==> src/rtl/uart_cmd_pkg.sv <==
// Shared definitions for the ASCII command parser: FSM states, response kinds,
// ASCII byte constants and hex digit conversion helpers.
package uart_cmd_pkg;

    typedef enum logic [2:0] {
        ST_IDLE,
        ST_ADDR,
        ST_DATA,
        ST_EOL,
        ST_DISCARD,
        ST_REQ_WR,
        ST_REQ_RD,
        ST_RESP
    } state_t;

    typedef enum logic [1:0] {
        RESP_OK   = 2'd0,
        RESP_ERR  = 2'd1,
        RESP_DATA = 2'd2
    } resp_kind_t;

    localparam logic [7:0] ASCII_CR   = 8'h0D;
    localparam logic [7:0] ASCII_LF   = 8'h0A;
    localparam logic [7:0] ASCII_SP   = 8'h20;
    localparam logic [7:0] ASCII_W    = 8'h57;
    localparam logic [7:0] ASCII_W_LC = 8'h77;
    localparam logic [7:0] ASCII_R    = 8'h52;
    localparam logic [7:0] ASCII_R_LC = 8'h72;
    localparam logic [7:0] ASCII_K    = 8'h4B;
    localparam logic [7:0] ASCII_QM   = 8'h3F;

    // Returns {valid, nibble}; valid=0 for anything that is not 0-9, A-F, a-f.
    function automatic logic [4:0] hex2nib(input logic [7:0] c);
        logic [4:0] r;
        r = 5'b0_0000;
        if (c >= 8'h30 && c <= 8'h39) begin
            r = {1'b1, c[3:0]};
        end else if ((c >= 8'h41 && c <= 8'h46) || (c >= 8'h61 && c <= 8'h66)) begin
            r = {1'b1, c[3:0] + 4'd9};
        end else begin
            r = 5'b0_0000;
        end
        return r;
    endfunction

    function automatic logic [7:0] nib2hex(input logic [3:0] n);
        logic [7:0] r;
        if (n < 4'd10) begin
            r = {4'h3, n};
        end else begin
            r = 8'h37 + {4'h0, n};
        end
        return r;
    endfunction

endpackage

==> src/rtl/uart_resp_seq.sv <==
// Response byte sequencer: latches one ASCII response and paces it out to
// uart_tx, leaving a gap after each launch because tx_busy rises a cycle late.
module uart_resp_seq
    import uart_cmd_pkg::*;
#(
    parameter int DATA_W = 16
) (
    input  logic              clk,
    input  logic              rst_n,
    input  logic              load,
    input  logic [1:0]        kind,
    input  logic [DATA_W-1:0] rdata,
    input  logic              tx_busy,
    output logic [7:0]        tx_data,
    output logic              tx_send,
    output logic              done
);

    localparam int ND    = DATA_W / 4;
    localparam int NB    = ND + 2;
    localparam int IDX_W = $clog2(NB + 1);

    logic [7:0]       byte_q_r [NB];
    logic [IDX_W-1:0] idx_r;
    logic [IDX_W-1:0] len_r;
    logic             active_r;
    logic [7:0]       tx_data_r;
    logic             tx_send_r;
    logic             done_r;

    // Load a response image, then launch one byte whenever uart_tx can take it.
    always_ff @(posedge clk or negedge rst_n) begin
        if (!rst_n) begin
            for (int i = 0; i < NB; i++) begin
                byte_q_r[i] <= 8'h00;
            end
            idx_r     <= '0;
            len_r     <= '0;
            active_r  <= 1'b0;
            tx_data_r <= 8'h00;
            tx_send_r <= 1'b0;
            done_r    <= 1'b0;
        end else begin
            tx_send_r <= 1'b0;
            done_r    <= 1'b0;
            if (load) begin
                active_r <= 1'b1;
                idx_r    <= '0;
                case (kind)
                    RESP_OK: begin
                        byte_q_r[0] <= ASCII_K;
                        byte_q_r[1] <= ASCII_CR;
                        byte_q_r[2] <= ASCII_LF;
                        len_r       <= IDX_W'(2'd3);
                    end
                    RESP_DATA: begin
                        for (int i = 0; i < ND; i++) begin
                            byte_q_r[i] <= nib2hex(rdata[(ND-1-i)*4 +: 4]);
                        end
                        byte_q_r[ND]   <= ASCII_CR;
                        byte_q_r[ND+1] <= ASCII_LF;
                        len_r          <= IDX_W'(NB);
                    end
                    default: begin
                        byte_q_r[0] <= ASCII_QM;
                        byte_q_r[1] <= ASCII_CR;
                        byte_q_r[2] <= ASCII_LF;
                        len_r       <= IDX_W'(2'd3);
                    end
                endcase
            end else if (active_r && !tx_busy && !tx_send_r) begin
                tx_data_r <= byte_q_r[idx_r];
                tx_send_r <= 1'b1;
                idx_r     <= idx_r + IDX_W'(1'b1);
                if (idx_r == len_r - IDX_W'(1'b1)) begin
                    active_r <= 1'b0;
                    done_r   <= 1'b1;
                end else begin
                    active_r <= 1'b1;
                end
            end else begin
                active_r <= active_r;
            end
        end
    end

    assign tx_data = tx_data_r;
    assign tx_send = tx_send_r;
    assign done    = done_r;

endmodule

==> src/rtl/uart_cmd_parser.sv <==
// ASCII command parser: "Waaaaaadddd<CR>" / "Raaaaaa<CR>" to one SDRAM request
// plus an ASCII reply. Optional idle abort of partial commands: CMD_TIMEOUT_EN.
module uart_cmd_parser
    import uart_cmd_pkg::*;
#(
    parameter int ADDR_W         = 24,
    parameter int DATA_W         = 16,
    parameter int TIMEOUT_CYCLES = 50_000_000
) (
    input  logic              clk,
    input  logic              rst_n,
    input  logic [7:0]        rx_data,
    input  logic              rx_valid,
    output logic [ADDR_W-1:0] cmd_addr,
    output logic [DATA_W-1:0] cmd_wdata,
    output logic              wr_req,
    output logic              rd_req,
    input  logic              wr_done,
    input  logic              rd_ready,
    input  logic [DATA_W-1:0] rd_data,
    output logic [7:0]        tx_data,
    output logic              tx_send,
    input  logic              tx_busy,
    output logic              busy,
    output logic              err
);

    localparam int AD    = ADDR_W / 4;
    localparam int DD    = DATA_W / 4;
    localparam int CNT_W = 8;

    state_t            state_r, state_next_s;
    logic              is_wr_r, is_wr_next_s;
    logic [CNT_W-1:0]  cnt_r, cnt_next_s;
    logic [ADDR_W-1:0] cmd_addr_r, addr_next_s;
    logic [DATA_W-1:0] cmd_wdata_r, wdata_next_s;
    logic              wr_req_r, rd_req_r, busy_r, err_r;
    logic              err_s;
    logic              resp_load_s;
    logic [1:0]        resp_kind_s;
    logic              resp_done_s;
    logic              tmo_hit_s;
    logic [4:0]        hex_s;
    logic              is_eol_s;

    assign hex_s    = hex2nib(rx_data);
    assign is_eol_s = (rx_data == ASCII_CR) || (rx_data == ASCII_LF);

`ifdef CMD_TIMEOUT_EN
    logic [31:0] tmo_cnt_r;
    logic        tmo_run_s;

    assign tmo_run_s = (state_r == ST_ADDR) || (state_r == ST_DATA) ||
                       (state_r == ST_EOL)  || (state_r == ST_DISCARD);
    assign tmo_hit_s = tmo_run_s && !rx_valid && (tmo_cnt_r == 32'(TIMEOUT_CYCLES - 1));

    // Idle counter for partial commands; any received byte restarts it.
    always_ff @(posedge clk or negedge rst_n) begin
        if (!rst_n) begin
            tmo_cnt_r <= 32'd0;
        end else if (rx_valid || !tmo_run_s || tmo_hit_s) begin
            tmo_cnt_r <= 32'd0;
        end else begin
            tmo_cnt_r <= tmo_cnt_r + 32'd1;
        end
    end
`else
    assign tmo_hit_s = 1'b0;
`endif

    // Parser next-state and datapath update.
    always_comb begin
        state_next_s = state_r;
        is_wr_next_s = is_wr_r;
        cnt_next_s   = cnt_r;
        addr_next_s  = cmd_addr_r;
        wdata_next_s = cmd_wdata_r;
        err_s        = 1'b0;
        resp_load_s  = 1'b0;
        resp_kind_s  = RESP_ERR;
        case (state_r)
            ST_IDLE: begin
                cnt_next_s = '0;
                if (rx_valid) begin
                    if (rx_data == ASCII_W || rx_data == ASCII_W_LC) begin
                        is_wr_next_s = 1'b1;
                        state_next_s = ST_ADDR;
                    end else if (rx_data == ASCII_R || rx_data == ASCII_R_LC) begin
                        is_wr_next_s = 1'b0;
                        state_next_s = ST_ADDR;
                    end else if (is_eol_s || rx_data == ASCII_SP) begin
                        state_next_s = ST_IDLE;
                    end else begin
                        err_s        = 1'b1;
                        state_next_s = ST_DISCARD;
                    end
                end else begin
                    state_next_s = ST_IDLE;
                end
            end
            ST_ADDR: begin
                if (rx_valid && hex_s[4]) begin
                    addr_next_s = {cmd_addr_r[ADDR_W-5:0], hex_s[3:0]};
                    if (cnt_r == CNT_W'(AD - 1)) begin
                        cnt_next_s   = '0;
                        state_next_s = is_wr_r ? ST_DATA : ST_EOL;
                    end else begin
                        cnt_next_s = cnt_r + CNT_W'(1'b1);
                    end
                end else if (rx_valid) begin
                    err_s        = 1'b1;
                    cnt_next_s   = '0;
                    state_next_s = ST_DISCARD;
                end else begin
                    state_next_s = ST_ADDR;
                end
            end
            ST_DATA: begin
                if (rx_valid && hex_s[4]) begin
                    wdata_next_s = {cmd_wdata_r[DATA_W-5:0], hex_s[3:0]};
                    if (cnt_r == CNT_W'(DD - 1)) begin
                        cnt_next_s   = '0;
                        state_next_s = ST_EOL;
                    end else begin
                        cnt_next_s = cnt_r + CNT_W'(1'b1);
                    end
                end else if (rx_valid) begin
                    err_s        = 1'b1;
                    cnt_next_s   = '0;
                    state_next_s = ST_DISCARD;
                end else begin
                    state_next_s = ST_DATA;
                end
            end
            ST_EOL: begin
                if (rx_valid && is_eol_s) begin
                    state_next_s = is_wr_r ? ST_REQ_WR : ST_REQ_RD;
                end else if (rx_valid) begin
                    err_s        = 1'b1;
                    state_next_s = ST_DISCARD;
                end else begin
                    state_next_s = ST_EOL;
                end
            end
            ST_DISCARD: begin
                if (rx_valid && is_eol_s) begin
                    resp_load_s  = 1'b1;
                    resp_kind_s  = RESP_ERR;
                    state_next_s = ST_RESP;
                end else begin
                    state_next_s = ST_DISCARD;
                end
            end
            ST_REQ_WR: begin
                err_s = rx_valid;
                if (wr_done) begin
                    resp_load_s  = 1'b1;
                    resp_kind_s  = RESP_OK;
                    state_next_s = ST_RESP;
                end else begin
                    state_next_s = ST_REQ_WR;
                end
            end
            ST_REQ_RD: begin
                err_s = rx_valid;
                if (rd_ready) begin
                    resp_load_s  = 1'b1;
                    resp_kind_s  = RESP_DATA;
                    state_next_s = ST_RESP;
                end else begin
                    state_next_s = ST_REQ_RD;
                end
            end
            ST_RESP: begin
                err_s = rx_valid;
                if (resp_done_s) begin
                    state_next_s = ST_IDLE;
                end else begin
                    state_next_s = ST_RESP;
                end
            end
            default: begin
                state_next_s = ST_IDLE;
            end
        endcase
        // An idle partial command is abandoned silently apart from the err strobe.
        if (tmo_hit_s) begin
            err_s        = 1'b1;
            cnt_next_s   = '0;
            state_next_s = ST_IDLE;
        end else begin
            err_s = err_s;
        end
    end

    // State, datapath and registered outputs derived from the next state.
    always_ff @(posedge clk or negedge rst_n) begin
        if (!rst_n) begin
            state_r     <= ST_IDLE;
            is_wr_r     <= 1'b0;
            cnt_r       <= '0;
            cmd_addr_r  <= '0;
            cmd_wdata_r <= '0;
            wr_req_r    <= 1'b0;
            rd_req_r    <= 1'b0;
            busy_r      <= 1'b0;
            err_r       <= 1'b0;
        end else begin
            state_r     <= state_next_s;
            is_wr_r     <= is_wr_next_s;
            cnt_r       <= cnt_next_s;
            cmd_addr_r  <= addr_next_s;
            cmd_wdata_r <= wdata_next_s;
            wr_req_r    <= (state_next_s == ST_REQ_WR);
            rd_req_r    <= (state_next_s == ST_REQ_RD);
            busy_r      <= (state_next_s != ST_IDLE);
            err_r       <= err_s;
        end
    end

    uart_resp_seq #(
        .DATA_W (DATA_W)
    ) u_resp_seq (
        .clk     (clk),
        .rst_n   (rst_n),
        .load    (resp_load_s),
        .kind    (resp_kind_s),
        .rdata   (rd_data),
        .tx_busy (tx_busy),
        .tx_data (tx_data),
        .tx_send (tx_send),
        .done    (resp_done_s)
    );

    assign cmd_addr  = cmd_addr_r;
    assign cmd_wdata = cmd_wdata_r;
    assign wr_req    = wr_req_r;
    assign rd_req    = rd_req_r;
    assign busy      = busy_r;
    assign err       = err_r;

endmodule

==> config.mk <==
export PLATFORM = sky130hd
export DESIGN_NAME = uart_cmd_parser
export DESIGN_NICKNAME = d
export VERILOG_FILES = /design/src/rtl/uart_cmd_pkg.sv /design/src/rtl/uart_resp_seq.sv /design/src/rtl/uart_cmd_parser.sv
export SDC_FILE = /design/constraint.sdc
export NUM_CORES = 1
export LEC_CHECK = 0
export CORE_MARGIN = 4
export CORE_UTILIZATION = 47
export DETAILED_ROUTE_END_ITERATION = 16
export HOLD_SLACK_MARGIN = 0.06
export PLACE_DENSITY = 0.79
export SKIP_CTS_REPAIR_TIMING = 1
export SLEW_MARGIN = 10
export SYNTH_ARGS = -nofsm -noshare
export SYNTH_HDL_FRONTEND = slang
export SYNTH_SLANG_ARGS = --single-unit
==> constraint.sdc <==
create_clock -name clk -period 2.25 [get_ports clk]
set_input_delay 0.3375 -clock clk [delete_from_list [all_inputs] [get_ports clk]]
set_output_delay 0.3375 -clock clk [all_outputs]
set_load 0.02 [all_outputs]
; ---- Word-level counts from Yosys, hierarchy flattened
; Cells that the tools add are included.
[totals]
register_bits = 107
romBits = 0
output_inout_bits = 53
in_bits = 30
latch_bits = 0
n_memories = 0
mem_bits_rw = 0
word_cells = 152
[op_classes]
eq_ne = 20
n_addsub = 8
n_reduce_logical = 27
mux = 63
magnitude_cmp = 11
n_mul = 0
n_bitwise = 2
div_mod_pow = 0
shifts = 0
[op_table]
columns = cell, count
row1 = $mux W8, 11
row2 = $mux W3, 16
row3 = $pmux W24 S2, 1
row4 = $eq A8 B7 Y1 const B, 4
row5 = $add A6 B4 Y7 const A, 4
row6 = $bmux W8 S3, 1
row7 = $pmux W3 S8, 1
row8 = $pmux W8 S3, 1
row9 = $mux W1, 23
row10 = $eq A3 B3 Y1 const B, 6
row11 = $eq A8 B4 Y1 const B, 2
row12 = $ge A8 B7 Y1 const B, 2
row13 = $le A8 B7 Y1 const B, 2
row14 = $lt A4 B4 Y1 const B, 4
row15 = $mux W5, 2
row16 = $add A8 B1 Y8 const B, 1
row17 = $eq A8 B2 Y1 const B, 1
row18 = $eq A8 B3 Y1 const B, 1
row19 = $eq A8 B6 Y1 const B, 1
row20 = $ge A8 B6 Y1 const B, 1
row21 = $le A8 B6 Y1 const B, 1
row22 = $mux W2, 4
row23 = $reduce_and A2 Y1, 4
row24 = $logic_and A1 B1 Y1, 7
row25 = other kinds (22), 30

; ---- Longest topological paths before layout
; Gate-level depths: netlist of the first run.
[logic_depth]
ltp_word = 9
depth_mapped = 9
mapped_depth_nobuf = 7

; ---- By module
; A second synthesis of the first run with hierarchy kept.
[hier_totals]
hier_cells = 486
hier_area_um2 = 5186.2
[by_module_without_submodules]
columns = mod, cells_per_inst, seq_area_each_um2, area_each_um2, n_inst
row1 = uart_cmd_parser, 262, 1401.3, 2910.3, 1
row2 = uart_resp_seq, 224, 1126.1, 2275.9, 1

; ---- Worst setup path after synthesis of the first run
; No wires, ideal clock.
[synth_path]
path_kind = input to register
start = in rx_data[0]
end = reg cmd_addr_r[6], in the netlist cmd_addr[6]
slack_ns = 0.062
required_time_ns = 2.125
cell_stages = 7
t_arrival_ns = 2.063
path_buffers = 1
setup_ns = 0.125
cell_sequence = inv_1 -> ha_1 -> inv_1 -> o311a_1 -> o211ai_4 -> clkbuf_1 -> mux2_2
[synth_between]
elab_chain_len = 7
elab_cells_between_ends = 14
classes_between = 6 x order compare / 2 x mux / 6 x reduce/logical
[synth_rtl]
columns = item, line_no
row1 = "start, declared", uart_cmd_parser.sv:12  ; input logic [7:0] rx_data,
row2 = $ge A8 B7 Y1 / $le A8 B7 Y1 (equally long branches), uart_cmd_pkg.sv:38  ; end else if ((c >= 8'h41 && c <= 8'h46) || (c >= 8'h61 && c <= 8'h66)) begin
row3 = $logic_and A1 B1 Y1, uart_cmd_pkg.sv:38
row4 = $logic_or A1 B1 Y1, uart_cmd_pkg.sv:38
row5 = $mux W5, uart_cmd_pkg.sv:38
row6 = $mux W5 *, uart_cmd_pkg.sv:36  ; if (c >= 8'h30 && c <= 8'h39) begin
row7 = $logic_and A1 B1 Y1 *, uart_cmd_parser.sv:102  ; if (rx_valid && hex_s[4]) begin
row8 = $reduce_and A2 Y1 (no source line) *, -
row9 = "end signal, assigned", uart_cmd_parser.sv:212  ; cmd_addr_r <= addr_next_s;
row10 = "end, declared", uart_cmd_parser.sv:35  ; logic [ADDR_W-1:0] cmd_addr_r, addr_next_s;
; Mark *: on every way between the ends. The rest lies on a longest branch, timed or not.
; A chain may end at the register's enable or synchronous reset.

; ---- Worst setup path after layout of the first run
[layout_path]
start = reg cnt_r[6]
end = reg busy_r, in the netlist busy
[layout_between]
elab_chain_len = 5
elab_cells_between_ends = 8
classes_between = 2 x eq/ne / 5 x mux / 1 x reduce/logical
[layout_rtl]
columns = item, line_no
row1 = "start, declared", uart_cmd_parser.sv:34  ; logic [CNT_W-1:0] cnt_r, cnt_next_s;
row2 = "start signal, assigned", uart_cmd_parser.sv:211  ; cnt_r <= cnt_next_s;
row3 = $eq A8 B2 Y1 / $eq A8 B3 Y1 (equally long branches), "uart_cmd_parser.sv:121, uart_cmd_parser.sv:104"
row4 = $mux W3 (on tied branches), "uart_cmd_parser.sv:121, uart_cmd_parser.sv:104"
row5 = $mux W3 (on tied branches), "uart_cmd_parser.sv:119, uart_cmd_parser.sv:102"
row6 = $pmux W3 S8 *, uart_cmd_parser.sv:81  ; case (state_r)
row7 = via state_next_s[0], uart_cmd_parser.sv:32  ; state_t state_r, state_next_s;
row8 = $reduce_bool A3 Y1 *, uart_cmd_parser.sv:216  ; busy_r <= (state_next_s != ST_IDLE);
row9 = "end signal, assigned", uart_cmd_parser.sv:216
row10 = "end, declared", uart_cmd_parser.sv:37  ; logic wr_req_r, rd_req_r, busy_r, err_r;
; Mark *: on every way through the listed nets, which the timed path passes. The rest lies on a longest branch.

==> qor.txt, run 1 <==
Die Y: 112 um
# port buffers: 81
clk sink count: 101
largest net degree at the start of global routing: 48
Clock Skew: 13.8 ps
RSZ-0062 raised after global routing: yes
top_reg_cell synth: dfrtp_1
post-synthesis cell type count: 71
ratio of final minimum period to clock period: 1.01
DP HPWL: 8960 um
DRT Wirelength: 12000 um
H-tree depth: 3
Routed Antenna Nets: 0
Fmax: 438 MHz
Design Power: 5.98 mW
Worst path slowest cell: or4_4
Area Overhead vs Synth: 30.5%
Worst path max stage delay: 580 ps
crit path kind: reg -> reg
total core area: 0.0104 mm^2
Yosys top cell area share: 0.498
GRT Resource Usage Total: 0.188
worst skew pair latency: 370 ps
DIE AREA: 0.0125 mm^2
Max Slew Vio Count: 0
top post-synthesis cells by count: 101 x dfrtp_1, 46 x nand2_1, 37 x nor2_1
CP startpoint: cnt_r[6]$_DFFE_PN0P_
Seq/Total Area, Yosys: 0.498
worst-path cell chain: or4_4, o41a_1, a31oi_2, o311ai_2, or3b_1
Ports: 83
top post-synthesis cells by area: dfrtp_1 50%, mux2_2 7.3%, nand2_1 3.4%
placed cells: 714
post-layout min period: 2280 ps
ANT cells: 0
main combinational cell family by area after synthesis: compound AO/OA/AOI/OAI gates
Final Hold Slack: 473 ps
Mapped Nets: 518
largest area contributor in the netlist: dfrtp_1
slack of the worst reg-to-reg path: -30 ps
count leader, synth: dfrtp_1
Hold WC Path Type: reg -> reg
Post-route DRC: 0
failing checks: setup timing
maxcap violations: 0
Syn. warnings: 0
Setup WS post-layout: -30.9 ps
final non-filler cell total: 734
Final setup viols: 1
worst r2r src: cnt_r[6]$_DFFE_PN0P_
status: finished with violations
Total Nets Final: 636
critical path's top delay family: simple AND/OR/NAND/NOR gates
adder-cell share of the synthesized area: 0.0340
Vias/cell: 5.62
Rows: 37
compound-cell area share of the yosys netlist: 0.158
Synth Instances: 475
Root Driver: clkbuf_8
mux contribution to synthesized area: 0.108
Slew @ Worst Pin: 580 ps
Critical Path AT: 2530 ps
DR iter-0 viols: 341
CP Capture Type: register
Buf/Inv on CP: 0
first-pass GRT wire length: 19400 um
worst vdd ir: 0.000511 V
Die X: 112 um
crit start category: register
crit path max fanout: 5
grt ovf: 0
number of synthesized register bits: 101
Post-synth EDFFs: 0
gpl congestion: 0.853
CTS buffer count: 9
Worst EP required: 2500 ps
Initial Util: 0.488
slew margin rel.: 0.613
share of cells above drive strength 1: 0.209
Synth Area in XOR/XNOR: 0.0207
Routed wire per std cell: 16.4 um
share of flip-flops with an asynchronous set or reset: 1.00
Pre-antenna DRT Iters: 5
antenna violations before repair: 0
TritonCTS clock tree: done
clock buffer depth: 2
Final Hold Fails: 0
clk slew on worst S/H paths: 100 ps
P per Cell Area: 903 mW/mm^2
Cell Area, Synth: 0.00508 mm^2
Lkg Pwr: 2.99 nW
setup_tns: -30.9 ps
Synth Area in Simple Gates: 0.138
Via Count: 4122
vias in the first global route: 3953
Syn Area/Cell: 10.7 um^2
critical hold path startpoint: u_resp_seq.len_r[1]$_DFFE_PN0P_
## where the power goes
group / switching, mW / leakage, nW / internal [mW]
Combinational: 1.07 / 1.59 / 1.08
Sequential: 0.403 / 1.29 / 2.23
Clock: 0.667 / 0.107 / 0.532
Total: 2.14 / 2.99 / 3.83
## cells in the final DEF (no fill, tap or decap), types with 4 or more instances in the layout
master and n:
a22o_1 5, buf_4 45, nand3b_1 4, nand2b_1 4
nor3b_1 5, a21oi_1 24, nor4_1 4, clkdlybuf4s50_1 79
inv_1 29, nor3_1 5, clkbuf_8 9, mux4_2 7
xnor2_1 7, ha_1 11, dfrtp_1 101, nor2b_1 4
nand3_1 8, xor2_1 5, nor2_1 36, nand2_1 46
o21ai_0 25, and3_1 6, o21a_1 6, a31oi_1 4
mux2_2 33
## layer usage
layer  track usage  up-vias  part of all wire
met1         0.252     2017              0.45
met4        0.0465        0             0.014
met3        0.0440       17             0.060
met2         0.312      155              0.48
met5             0        -                 0
li1              -     1933                 -
## path summary, 6_finish.rpt
path	end	depth (start not counted)
hold / removal	u_resp_seq.len_r[1]$_DFFE_PN0P_	2
hold reg to reg	u_resp_seq.len_r[1]$_DFFE_PN0P_	2
setup / recovery	busy$_DFF_PN0_	5
min in group asynchronous	cmd_addr[20]$_DFFE_PN0P_	2
setup reg to reg	busy$_DFF_PN0_	5
max in group asynchronous	u_resp_seq.byte_q_r[44]$_DFFE_PN0P_	3
## worst min-delay path, delay by kind of cell (launching register included)
family | cells | cell delay [ps]
simple gates | 1 | 50
buf+inv | 1 | 60
flops | 1 | 340
## logic make-up after synthesis
kind of cell	after synthesis
AOI/OAI and AO/OA	111
xor gates and xnor gates	12
adders and majority gates	14
buffers and inverters	53
DFF	101
muxes	42
other	1
and+or+nand+nor	141
## area by class of cell
type,instances,area (um^2)
repair buffers,130,1210
inverters,30,113
well taps,136,170
clock inverters,7,80.1
fillers,824,3790
multi-input cells,321,2400
clock buffers,9,124
flip-flops and latches,101,2530
## metrics by stage
step,setup slack (ps),util,cell area (um^2)
6_report,-30.9,0.636,6630
5_1_grt,-49.8,0.636,6630
4_1_cts,-162,0.626,6520
3_5_place_dp,-544,0.606,6320
3_3_place_gp,-425,0.606,6320
2_1_floorplan,62.5,-,5080
## flip-flops by register name (all words and copies together), names as in the netlist, 3 cells and up
signal and cells:
u_resp_seq.len_r 3, cmd_addr 24, cmd_wdata 16, state_r 3
u_resp_seq.tx_data 7, u_resp_seq.byte_q_r 29, cnt_r 8, u_resp_seq.idx_r 3
Power figures use the tool's default switching activity.
==> run 2, diff against run 1 <==
- CORE_UTILIZATION: 47 -> 54
- PLACE_DENSITY: 0.79 -> 0.86
- clock period: 2.25 -> 2.6 ns (I/O delays scaled with it)
==> run 2 against run 1 <==
Net effect: critical path type is now in -> reg; the flow now finishes without violations; final area fell by 3.7%; worst hold slack got worse by 11 ps; largest cell class unchanged; sequential power fell by 13%; non-clock buffer count fell by 15; setup slack improved by 160 ps; register-to-register slack improved by 310 ps.
==> qor.txt, run 2 (synthesized netlist as in run 1, its figures left out) <==
status: complete, no violations
crit start category: input port
most frequent cells in the layout: 101 x dfrtp_1, 80 x clkdlybuf4s50_1, 46 x nand2_1
Worst EP required: 2850 ps
vias in the first global route: 3975
Hold WC Path Type: reg -> reg
grt ovf: 0
crit path max fanout: 6
slew margin rel.: 0.545
Final Hold Fails: 0
placed cells: 677
Die Y: 105 um
clk sink count: 101
Post-DP Area: 0.00620 mm^2
worst-path cell chain: clkdlybuf4s50_1, inv_1, ha_1, inv_1, o311a_1, nor2_1, buf_4, o21ai_0, a311o_1
Via Count: 4006
Total Nets Final: 621
Clock Skew: 8.37 ps
Final Hold Slack: 462 ps
TritonCTS clock tree: done
Area Overhead vs Synth: 25.6%
share of cells above drive strength 1: 0.170
DIE AREA: 0.0110 mm^2
ANT cells: 0
Die X: 105 um
worst skew pair latency: 370 ps
Vias/cell: 5.78
Final setup viols: 0
Critical Path AT: 2720 ps
maxcap violations: 0
first-pass GRT wire length: 19100 um
worst vdd ir: 0.000415 V
Initial Util: 0.552
GRT Resource Usage Total: 0.213
Worst path max stage delay: 500 ps
final non-filler cell total: 693
Top reg by flops: u_resp_seq.byte_q_r
CTS buffer count: 9
H-tree depth: 3
P per Cell Area: 769 mW/mm^2
DP HPWL: 8610 um
crit path kind: in -> reg
clock buffer depth: 2
Routed wire per std cell: 16.5 um
Post-route DRC: 0
Slew @ Worst Pin: 675 ps
gpl congestion: 0.915
Ports: 83
max reg flops: 29
# port buffers: 81
most frequent cell on the critical path: inv_1
antenna violations before repair: 0
Design Power: 4.91 mW
Lkg Pwr: 2.88 nW
Worst path slowest cell: clkdlybuf4s50_1
most common cell after layout, fill and taps aside: dfrtp_1
final core occ: 0.694
total core area: 0.00920 mm^2
Fmax: 405 MHz
RSZ-0062 raised after global routing: no
Routed Antenna Nets: 0
DRT Wirelength: 11400 um
DR iter-0 viols: 303
Max Slew Vio Count: 0
Pre-antenna DRT Iters: 6
Rows: 35
CP Capture Type: register
Design Area, Final: 0.00638 mm^2
post-layout min period: 2470 ps
largest net degree at the start of global routing: 57
Root Driver: clkbuf_8
clk slew on worst S/H paths: 100 ps
ratio of final minimum period to clock period: 0.950
## run 2: changes by cell type in the layout (fill, tap and decap cells not counted), sizes merged
cell / previous run / this run
buf: 49 / 34
dlymetal6s2s: 1 / 0
clkbuf: 9 / 10
bufinv: 1 / 0
inv: 33 / 32
clkdlybuf4s50: 79 / 80
clkinv: 3 / 2
clkinvlp: 0 / 1
## run 2: worst paths after layout
check / depth (start not counted) / slack (ps) / startpoint / to
max in group asynchronous: 3 / 1370 / rst_n / cnt_r[1]$_DFFE_PN0P_
max reg2reg: 5 / 280 / state_r[0]$_DFF_PN0_ / cnt_r[6]$_DFFE_PN0P_
min in group asynchronous: 2 / 550 / rst_n / cmd_addr[2]$_DFFE_PN0P_
max: 9 / 130 / rx_data[0] / cnt_r[2]$_DFFE_PN0P_
min: 2 / 460 / u_resp_seq.len_r[1]$_DFFE_PN0P_ / u_resp_seq.len_r[1]$_DFFE_PN0P_
min reg2reg: 2 / 460 / u_resp_seq.len_r[1]$_DFFE_PN0P_ / u_resp_seq.len_r[1]$_DFFE_PN0P_
## run 2: power breakdown
group          total [mW]  internal, mW  switching [mW]
logic                1.70         0.847           0.855
registers            2.29          1.93           0.366
clock network       0.912         0.373           0.539
## run 2: layout make-up
type / instances / area, um^2
clock buffer: 10 / 138
timing repair buffer: 115 / 1090
inverter: 30 / 113
sequential: 101 / 2530
multi-input combinational: 321 / 2340
tap: 111 / 139
fill: 676 / 2820
clock inverter: 5 / 35.0
## run 2: metal layers
layer | up-vias | part of all wire | global-route usage
met1 | 1936 | 0.45 | 0.286
li1 | 1912 | - | -
met5 | - | 0 | 0
met4 | 0 | 0.015 | 0.0694
met2 | 142 | 0.49 | 0.354
met3 | 16 | 0.045 | 0.0340
## run 2: metrics by stage
stage / worst slack [ps] / TNS (ps)
4_1_cts: 166 / 0
5_1_grt: 46.9 / 0
2_1_floorplan: 360 / 0
3_3_place_gp: -84.7 / -431
6_report: 130 / 0
3_5_place_dp: -219 / -6650
## run 2: critical path: cells and delay by family
kind	cells	cell delay, ps
AO/OA/AOI/OAI	3	860
adder cells (fa/ha/maj)	1	260
buffers and inverters	4	910
AND/OR/NAND/NOR	1	300
==> run 3, diff against run 2 <==
- CORE_UTILIZATION: 54 -> 55
- DONT_BUFFER_PORTS: default -> 1
- PLACE_DENSITY: 0.86 -> 0.73
==> run 3 against run 2 <==
Net effect: die area down 1.7%; sequential power rose by 3%; the run now ends with hold timing left; largest power group unchanged; sequential cell count unchanged; clock power grew 30%; highest routed layer unchanged; register-to-register slack worse by 30 ps.
==> qor.txt, run 3 (synthesized netlist as in run 1, its figures left out) <==
Slew @ Worst Pin: 854 ps
clk slew on worst S/H paths: 100 ps
worst vdd ir: 0.000382 V
# port buffers: 0
GRT Resource Usage Total: 0.198
ratio of final minimum period to clock period: 0.904
P per Cell Area: 903 mW/mm^2
Filler cells: 745
final non-filler cell total: 589
placed cells: 573
share of cells above drive strength 1: 0.163
Root Driver: clkbuf_8
Die Y: 104 um
most frequent cells in the layout: 101 x dfrtp_1, 46 x nand2_1, 37 x nor2_1
CP Capture Type: register
Area Overhead vs Synth: 7.66%
DIE AREA: 0.0108 mm^2
Final Hold Slack: -286 ps
gpl congestion: 0.860
Via Count: 3551
CTS buffer count: 9
crit start category: register
clk sink count: 101
sequential power share: 0.478
Total Nets Final: 519
Post-route DRC: 0
failing checks: hold timing
antenna violations before repair: 1
Vias/cell: 6.03
max reg flops: 29
Die X: 104 um
Rows: 34
Routed Antenna Nets: 0
Worst EP required: 2890 ps
crit path max fanout: 12
Max Slew Vio Count: 0
clock buffer depth: 2
Comb power frac: 0.280
RSZ-0062 raised after global routing: no
portion of total power attributed to the clock network: 0.241
Pint: 3.27 mW
Final setup viols: 0
TritonCTS clock tree: done
Fmax: 426 MHz
grt ovf: 0
crit path kind: reg -> reg
Psw: 1.67 mW
Final Hold Fails: 101
Routed wire per std cell: 17.6 um
Pre-antenna DRT Iters: 4
Initial Util: 0.574
Top reg by flops: u_resp_seq.byte_q_r
most common cell after layout, fill and taps aside: dfrtp_1
Sw Ratio: 0.339
Ports: 83
vias in the first global route: 3522
worst skew pair latency: 360 ps
post-layout min period: 2350 ps
status: finished with violations
DR iter-0 viols: 219
Lkg Pwr: 2.51 nW
DRT Wirelength: 10300 um
total core area: 0.00885 mm^2
Critical Path AT: 2640 ps
largest net degree at the start of global routing: 102
maxcap violations: 0
Clock Skew: 13.1 ps
first-pass GRT wire length: 17600 um
slew margin rel.: 0.423
Design Power: 4.94 mW
Hold WC Path Type: in -> async
H-tree depth: 3
setup_tns: 0 ps
DP HPWL: 7430 um
run 3: cell count changes in the layout (fill, tap and decap cells not counted):
cell             previous run  this run
diode_2                     0         1
dlygate4sd3_1               1         0
buf_4                      32        12
bufinv_16                   0         3
clkinv_2                    2         0
inv_6                       2         1
clkdlybuf4s50_1            80         0
buf_12                      2         1
run 3: cell type report:
cell class	instances	area, um^2	area share
flip-flops and latches	101	2530	0.462
diodes	1	2.50	0.000458
inverters	30	113	0.0206
repair buffers	13	110	0.0201
multi-input cells	321	2340	0.427
well taps	108	135	0.0247
clock inverters	5	106	0.0195
clock buffers	10	138	0.0252
run 3: worst max-delay path: stages (launching register included):
cell and delay (ps):
dfrtp_1 510, buf_4 220, nor3b_1 570, o22ai_1 160
o2bb2ai_1 250, or4_1 460, o211ai_1 110
run 3: worst paths after layout:
path | startpoint | end | slack [ps] | cells past startpoint
worst max-delay path | state_r[1]$_DFF_PN0_ | cnt_r[6]$_DFFE_PN0P_ | 250 | 6
worst min-delay path | rst_n | u_resp_seq.byte_q_r[30]$_DFFE_PN0P_ | -290 | 0
worst max register to register | state_r[1]$_DFF_PN0_ | cnt_r[6]$_DFFE_PN0P_ | 250 | 6
worst min register to register | u_resp_seq.len_r[1]$_DFFE_PN0P_ | u_resp_seq.len_r[1]$_DFFE_PN0P_ | 450 | 2
max in group asynchronous | rst_n | u_resp_seq.byte_q_r[24]$_DFFE_PN0P_ | 2760 | 0
min in group clk | rd_data[2] | u_resp_seq.byte_q_r[19]$_DFFE_PN0P_ | 110 | 1
run 3: power groups by stage:
stage	logic (mW)	clock network (mW)	registers [mW]
6_report	1.38	1.19	2.36
5_1_grt	1.56	1.29	2.41
4_1_cts	1.39	1.22	2.36
3_5_place_dp	1.38	0	2.39
3_3_place_gp	1.33	0	2.38
2_1_floorplan	1.16	0	2.21
run 3: metal layers:
metal	GRT usage	up-vias	part of all wire
li1	-	1698	-
met1	0.269	1727	0.45
met2	0.305	115	0.46
met3	0.0677	11	0.081
met4	0.0541	0	0.011
met5	0	-	0
run 3: per-stage QoR:
stage	setup slack [ps]	instance area (um^2)	utilization	hold WS (ps)
after floorplan	360	5080	-	94.4
after global placement	373	5220	0.590	98.7
after detailed placement	289	5220	0.590	98.4
after CTS	302	5470	0.618	-309
after global routing	152	5470	0.618	-319
final	251	5470	0.618	-286
